$ cat src/rtl/rndswitch_frame_seq.sv
// Sequenced segment random switch: latches a bitmap, z bit and force_on, then emits
// NB_FRAMES masked frames (seg & mask) ^ {z}, one per accepted random word.
module rndswitch_frame_seq #(
  parameter int NB_SEGMENTS = 120,
  parameter int RND_WIDTH   = 120,
  parameter int NB_FRAMES   = 8,
  localparam int FRAME_W    = (NB_FRAMES > 1) ? $clog2(NB_FRAMES) : 1
) (
  input  logic                   clk,
  input  logic                   rst,
  input  logic                   start,
  input  logic [NB_SEGMENTS-1:0] seg_in,
  input  logic                   z_in,
  input  logic                   force_on,
  output logic                   busy,
  input  logic                   rnd_valid,
  output logic                   rnd_ready,
  input  logic [RND_WIDTH-1:0]   rnd_data,
  output logic                   out_valid,
  input  logic                   out_ready,
  output logic [NB_SEGMENTS-1:0] out_data,
  output logic [FRAME_W-1:0]     out_frame,
  output logic                   out_last,
  output logic                   done
);

  if (RND_WIDTH < NB_SEGMENTS) begin : g_width_check
    $error("rndswitch_frame_seq: RND_WIDTH must be >= NB_SEGMENTS");
  end

  typedef enum logic [1:0] {S_IDLE, S_RUN, S_DRAIN} state_t;

  localparam logic [FRAME_W-1:0] LAST_CNT = FRAME_W'(NB_FRAMES - 1);

  state_t                 state_q, state_d;
  logic [NB_SEGMENTS-1:0] seg_q, seg_d;
  logic                   z_q, z_d;
  logic                   force_q, force_d;
  logic [FRAME_W-1:0]     cnt_q, cnt_d;
  logic                   out_valid_q, out_valid_d;
  logic [NB_SEGMENTS-1:0] out_data_q, out_data_d;
  logic [FRAME_W-1:0]     out_frame_q, out_frame_d;
  logic                   out_last_q, out_last_d;
  logic                   done_q, done_d;

  logic                   rnd_ready_c;
  logic                   rnd_xfer;
  logic                   out_xfer;
  logic [NB_SEGMENTS-1:0] mask;
  // Upper random bits are deliberately discarded.
  logic [RND_WIDTH-1:0]   rnd_unused;

  assign rnd_unused  = rnd_data;
  assign rnd_ready_c = (state_q == S_RUN) && (!out_valid_q || out_ready);
  assign rnd_xfer    = rnd_valid && rnd_ready_c;
  assign out_xfer    = out_valid_q && out_ready;
  assign mask        = force_q ? {NB_SEGMENTS{1'b1}} : rnd_data[NB_SEGMENTS-1:0];

  always_comb begin
    state_d     = state_q;
    seg_d       = seg_q;
    z_d         = z_q;
    force_d     = force_q;
    cnt_d       = cnt_q;
    out_valid_d = out_valid_q;
    out_data_d  = out_data_q;
    out_frame_d = out_frame_q;
    out_last_d  = out_last_q;
    done_d      = 1'b0;

    case (state_q)
      S_IDLE: begin
        if (start) begin
          state_d = S_RUN;
          seg_d   = seg_in;
          z_d     = z_in;
          force_d = force_on;
          cnt_d   = '0;
        end
      end
      S_RUN: begin
        if (rnd_xfer) begin
          if (cnt_q == LAST_CNT) state_d = S_DRAIN;
          else                   cnt_d   = cnt_q + FRAME_W'(1);
        end
      end
      S_DRAIN: begin
        if (out_xfer) begin
          state_d = S_IDLE;
          done_d  = 1'b1;
        end
      end
      default: state_d = S_IDLE;
    endcase

    // Single output register: a reload in the same cycle as a drain keeps it full.
    if (rnd_xfer) begin
      out_valid_d = 1'b1;
      out_data_d  = (seg_q & mask) ^ {NB_SEGMENTS{z_q}};
      out_frame_d = cnt_q;
      out_last_d  = (cnt_q == LAST_CNT);
    end else if (out_xfer) begin
      out_valid_d = 1'b0;
    end
  end

  always_ff @(posedge clk) begin
    if (rst) begin
      state_q     <= S_IDLE;
      seg_q       <= '0;
      z_q         <= 1'b0;
      force_q     <= 1'b0;
      cnt_q       <= '0;
      out_valid_q <= 1'b0;
      out_data_q  <= '0;
      out_frame_q <= '0;
      out_last_q  <= 1'b0;
      done_q      <= 1'b0;
    end else begin
      state_q     <= state_d;
      seg_q       <= seg_d;
      z_q         <= z_d;
      force_q     <= force_d;
      cnt_q       <= cnt_d;
      out_valid_q <= out_valid_d;
      out_data_q  <= out_data_d;
      out_frame_q <= out_frame_d;
      out_last_q  <= out_last_d;
      done_q      <= done_d;
    end
  end

  assign busy      = (state_q != S_IDLE);
  assign rnd_ready = rnd_ready_c;
  assign out_valid = out_valid_q;
  assign out_data  = out_data_q;
  assign out_frame = out_frame_q;
  assign out_last  = out_last_q;
  assign done      = done_q;

endmodule
$ cat config.mk
export PLATFORM = sky130hd
export DESIGN_NAME = rndswitch_frame_seq
export DESIGN_NICKNAME = d
export VERILOG_FILES = /design/src/rtl/rndswitch_frame_seq.sv
export SDC_FILE = /design/constraint.sdc
export NUM_CORES = 1
export LEC_CHECK = 0
export CORE_MARGIN = 4
export CORE_UTILIZATION = 25
export CTS_BUF_LIST = sky130_fd_sc_hd__clkbuf_2
export DETAILED_ROUTE_END_ITERATION = 10
export PLACE_DENSITY = 0.5
export SLEW_MARGIN = 15
export SYNTH_ARGS = -nofsm -noshare
export SYNTH_HDL_FRONTEND = slang
export SYNTH_SLANG_ARGS = --single-unit
$ cat constraint.sdc
create_clock -name clk -period 1.7 [get_ports clk]
set_input_delay 0.51 -clock clk [delete_from_list [all_inputs] [get_ports clk]]
set_output_delay 0.51 -clock clk [all_outputs]
set_load 0.02 [all_outputs]
After elaboration in Yosys (flattened, before gate mapping)
Index checks and enable logic that the tools add are counted.
Operators by class
  add/subtract/negate cells: 1
  eq/ne operators: 8
  multiplexer cells: 13
  bitwise operators: 3
  reductions and logical operators: 13
Operators by type and width (number)
  $and A120 B120 Y120: 1
  $mux W120: 1
  $xor A120 B120 Y120: 1
  $mux W3: 3
  $mux W2: 4
  $ne A2 B2 Y1 const B: 4
  $reduce_and A4 Y1: 2
  $pmux W2 S3: 1
  $pmux W3 S2: 1
  $reduce_bool A2 Y1: 3
  $add A3 B1 Y3 const B: 1
  $eq A3 B3 Y1 const B: 1
  $logic_and A1 B1 Y1: 3
  $mux W1: 3
  $eq A2 B1 Y1 const B: 1
  $eq A2 B2 Y1 const B: 1
  $logic_not A2 Y1: 1
  $ne A2 B1 Y1 const B: 1
  $reduce_and A2 Y1: 1
  $reduce_or A2 Y1: 1
  $logic_not A1 Y1: 1
  $logic_or A1 B1 Y1: 1
  $not A1 Y1: 1
Storage, ports and cells
  flip-flop bits (word level): 253
  input port bits: 247
  output and inout port bits: 128
  word-level logic and storage cells: 48

Logic depth before layout (Yosys ltp)
Gate-level depths: netlist of the first run.
  depth after elaboration: 6
  depth in mapped cells: 8
  gate-level depth less buffers: 5

Worst setup path after synthesis of the first run
Ideal clock, no wire load.
  kind: input to register
  from: input rst
  to: register out_data_q[100], in the netlist out_data[100]
  setup time: 0.146 ns
  arrival: 1.514 ns
  data required time: 1.554 ns
  slack: 0.040 ns
  cell stages on the path: 4
  buffers on the path: 3
  cell sequence: clkbuf_1 clkbuf_1 clkbuf_1 a211oi_2
RTL lines
  start: declaration: RTL line 10  | input logic rst,
  end signal: assignment: RTL line 126  | out_data_q <= out_data_d;
  end: declaration: RTL line 41  | logic [NB_SEGMENTS-1:0] out_data_q, out_data_d;
No word-level cell between the ends.

Final worst setup path of the first run
  from: register state_q[0]
  to: output rnd_ready
Between the ends
  word-level cells in the longest chain between the ends: 2
Ends and longest elaborated chain
  start: declaration: RTL line 35  | state_t state_q, state_d;
  start signal: assignment: RTL line 120  | state_q <= state_d;
  $eq A2 B1 Y1: RTL line 54  | assign rnd_ready_c = (state_q == S_RUN) && (!out_valid_q || out_ready);
  $logic_and A1 B1 Y1: RTL line 54
  end: declaration: RTL line 17  | output logic rnd_ready,
Every way passes these cells.

==> results by group, run 1 <==
Timing
  – Final period utilization: 127%
  – Setup TNS: -22,360 ps
  – Final hold vios: 0
  – Slew @ Worst Pin: 521 ps
  – Max Fclk: 0.464 GHz
  – Rel. slew slack: 65.2%
  – Setup WS post-layout: -456 ps
  – Unrepaired setup endpoints after global routing: true
  – Max-slew violations: 0
  – Final hold slack: approximately 180 ps
  – Clock skew: 69.7 ps
  – Final setup vio count: 128
  – Period minus WS final: 2160 ps

Global routing
  – Largest net degree at the start of global routing: 55
  – Number of global-route vias before repair: between 10,000 and 15,000
  – Initial antenna violation count: 3
  – First-pass GRT wire length: just under 60,000 um
  – Total grt overflow: 0
  – Gr usage total: around 16%

Place
  – Routability cong.: 0.759
  – Post-DP HPWL: 27,000 um
  – Placed Area: 0.0154 mm^2
  – IO buf count: 374

Logic synthesis
  – Compound-gate portion of the synthesized area: 23.1%
  – Mux share of post-synthesis cell area: 0%
  – Synth area leader: dfxtp_1
  – Largest family of logic cells by synthesized area: compound AO/OA/AOI/OAI gates
  – Top_reg_cell synth: dfxtp_1
  – Avg Cell Area, Syn: 8.44 um^2
  – Cells after Synth: roughly 1,300
  – Area share of the largest cell type after synthesis: 47.8%
  – Synth cell types: 28
  – Yosys warnings: 0
  – Adder-Cell Fraction of Synth Area: 0.236%
  – Post-Synth Simple-Gate Area: between 10% and 20%
  – Post-Syn Area: approximately 0.011 mm^2
  – Synth area leaders: dfxtp_1 (48%), xor2_1 (9.9%), nand2_1 (9.0%), a21oi_1 (6.3%), o21ai_0 (5.8%)
  – Async S/R FF share, synth: 0%
  – Xor/xnor share of the synthesized area: 9.92%
  – Register area share after synthesis: approximately 48%
  – Number of synthesized flops with an enable pin: 0
  – Syn nets: 1,504
  – Number of synthesized register bits: 253

CTS
  – TritonCTS clock tree: done
  – CTS Buf Count: between 70 and 80
  – Clock sink count: 253
  – Root buffer cell: clkbuf_2
  – Clock-pin slew on the worst setup and hold paths: 100 ps
  – # H-tree levels: 3
  – Clock buffer depth: 3
  – Clock latency on the worst-skew pair: 920 ps

Power and ir drop
  – Sequential power share: 45.8%
  – Pwr per Cell Area: 814 mW/mm^2
  – Total internal power: slightly below 10 mW
  – NetSw: 4.59 mW
  – Comb pwr share: between 20% and 30%
  – Leak: 6.80 nW
  – Clock power share: roughly 30%
  – Sw frac: 31.8%
  – Maximum vdd drop: 0.000456 V
  – Pwr Total: 14.4 mW

Final layout
  – Flip-flop and latch area: approximately 0.0052 mm^2
  – Most common cell after layout, fill and taps aside: nand2_1
  – Syn-to-layout area delta: 67.5%
  – Multi-input logic area: roughly 0.005 mm^2
  – Most frequent cells in the layout: nand2_1 (254), clkdlybuf4s50_1 (245), a21oi_1 (133), buf_6 (131), dfxtp_2 (128)
  – Final net count: just over 2,000
  – Layout cells sized above 1: ~30%
  – Fillcell total: about 4,200
  – Layout Utilization: a little over two fifths
  – Fin area: about 0.018 mm^2

Worst setup path
  – CP Launch Type: flip-flop
  – CP endpoint kind: output pin
  – Crit path max-delay family: flip-flops
  – Worst path slowest cell: dfxtp_2
  – Crit path kind: flip-flop to output pin
  – Critical path arrival: 1650 ps
  – Slowest cell delay on critical path: ~350 ps
  – WP data required: between 1000 and 1500 ps
  – Crit path buf inv count: 1
  – Flop-to-flop setup slack: about 10 ps
  – Worst path cell trace: nor2b_4, and2_4, buf_6
  – Crit-path max FO: 2

Outcome
  – Failing checks: setup timing
  – Status: finished, violations left

Drt
  – Mean routed wirelength per cell: roughly 17 um
  – DR DRC count: 0
  – Vias per cell: ~4.5
  – Final wirelength: 39,800 um
  – DR iter-0 viols: around 470
  – Routed Antenna Nets: 0
  – Via Count: 10,700
  – DR pass1 iterations: 4

Die
  – Die area: between 0.04 and 0.05 mm^2
  – Top Ports: around 380
  – Starting density of the core: 25.3%
  – Rows: 75
  – Core region area: 0.0419 mm^2
  – Die X: around 210 um
  – Die span in y: around 210 um

Run
  – Max Cap Viol: 0

Worst hold path
  – HP Class: input pin to flip-flop
## metal layers
layer | routed length [um] | GRT usage, % | up-vias | share of wire, %
li1 | - | - | 5367 | -
met1 | 16600 | 19.3 | 4963 | 42
met4 | 1350 | 7.61 | 2 | 3.4
met5 | 13 | 0 | - | 0.033
met3 | 2320 | 4.55 | 85 | 5.8
met2 | 19400 | 27.5 | 293 | 49
## final cells by class
type                       count  area share [%]
antenna                        2          0.0282
clock buffer                 107            3.02
clock inverter                13           0.324
inverter                       1          0.0212
multi-input combinational    890            28.8
sequential                   253            29.5
tap                          539            3.80
timing repair buffer         579            34.6
## flip-flops by register name (all words and copies together) (netlist names)
signal	count
state_q	2
out_valid	1
force_q	1
out_data	120
z_q	1
cnt_q	3
done	1
out_last	1
out_frame	3
seg_q	120
## worst paths after layout
kind,depth (start not counted),endpoint,start
worst max register to register,8,out_data[81]$_SDFFE_PP0P_,state_q[0]$_SDFFE_PP0P_
worst max-delay path,3,rnd_ready,state_q[0]$_SDFFE_PP0P_
worst min register to register,2,out_frame[2]$_SDFFE_PP0P_,cnt_q[2]$_SDFFE_PP0P_
worst min-delay path,3,seg_q[56]$_SDFFE_PP0P_,seg_in[56]
## what timing repair did
item | 4_1_cts | 5_1_grt
hold buffers | 92 | 0
endpoints found under the hold margin | 110 | 0
setup endpoints to repair | 128 | 215
gates resized for setup | 923 | 11
cloned | 0 | 5
pin swaps | 0 | 1
setup buffers | 19 | 20
## kinds of logic after synthesis
group,Yosys count
xor+xnor,120
simple gates,389
buf+inv,112
fa+ha+maj,2
compound gates,379
flops,253
## per-stage QoR
step                setup WS (ps)  cells
finish                       -456   2384
global route                 -615   2384
CTS                          -629   2359
detailed placement           -643   2128
global placement             -667   2128
floorplan                    40.1   1255
## worst register-to-register path: cells and delay by family, from the launching register on
kind / cells / cell delay (ps)
DFF: 1 / 350
AOI/OAI and AO/OA: 1 / 180
and+or+nand+nor: 3 / 480
buffers and inverters: 4 / 610
## cell usage after synthesis, drive strengths merged (2+ instances only)
| cell type | instances |
|---|---|
| ha | 2 |
| xor2 | 120 |
| a211oi | 120 |
| a21oi | 133 |
| nand2 | 255 |
| clkbuf | 61 |
| buf | 50 |
| dfxtp | 253 |
| nor2b | 2 |
| o21ai | 123 |
| and2 | 2 |
| nand4 | 2 |
| nand3 | 2 |
| nor2 | 121 |
## power by group through the flow
| stage | logic, mW | registers (mW) | clock network [mW] |
|---|---|---|---|
| floorplan | 1.28 | 6.88 | 0 |
| global placement | 3.09 | 6.67 | 0 |
| detailed placement | 3.11 | 6.68 | 0 |
| CTS | 3.40 | 6.63 | 4.63 |
| global route | 3.76 | 6.67 | 4.95 |
| finish | 3.47 | 6.62 | 4.35 |
(Power assumes the default switching activity.)
==> inputs of run 2 (changes only) <==
CTS_CLUSTER_SIZE = 28   (was default)
==> results of run 2 <==
The final DEF is identical to that of run 1; final timing and power are the same.
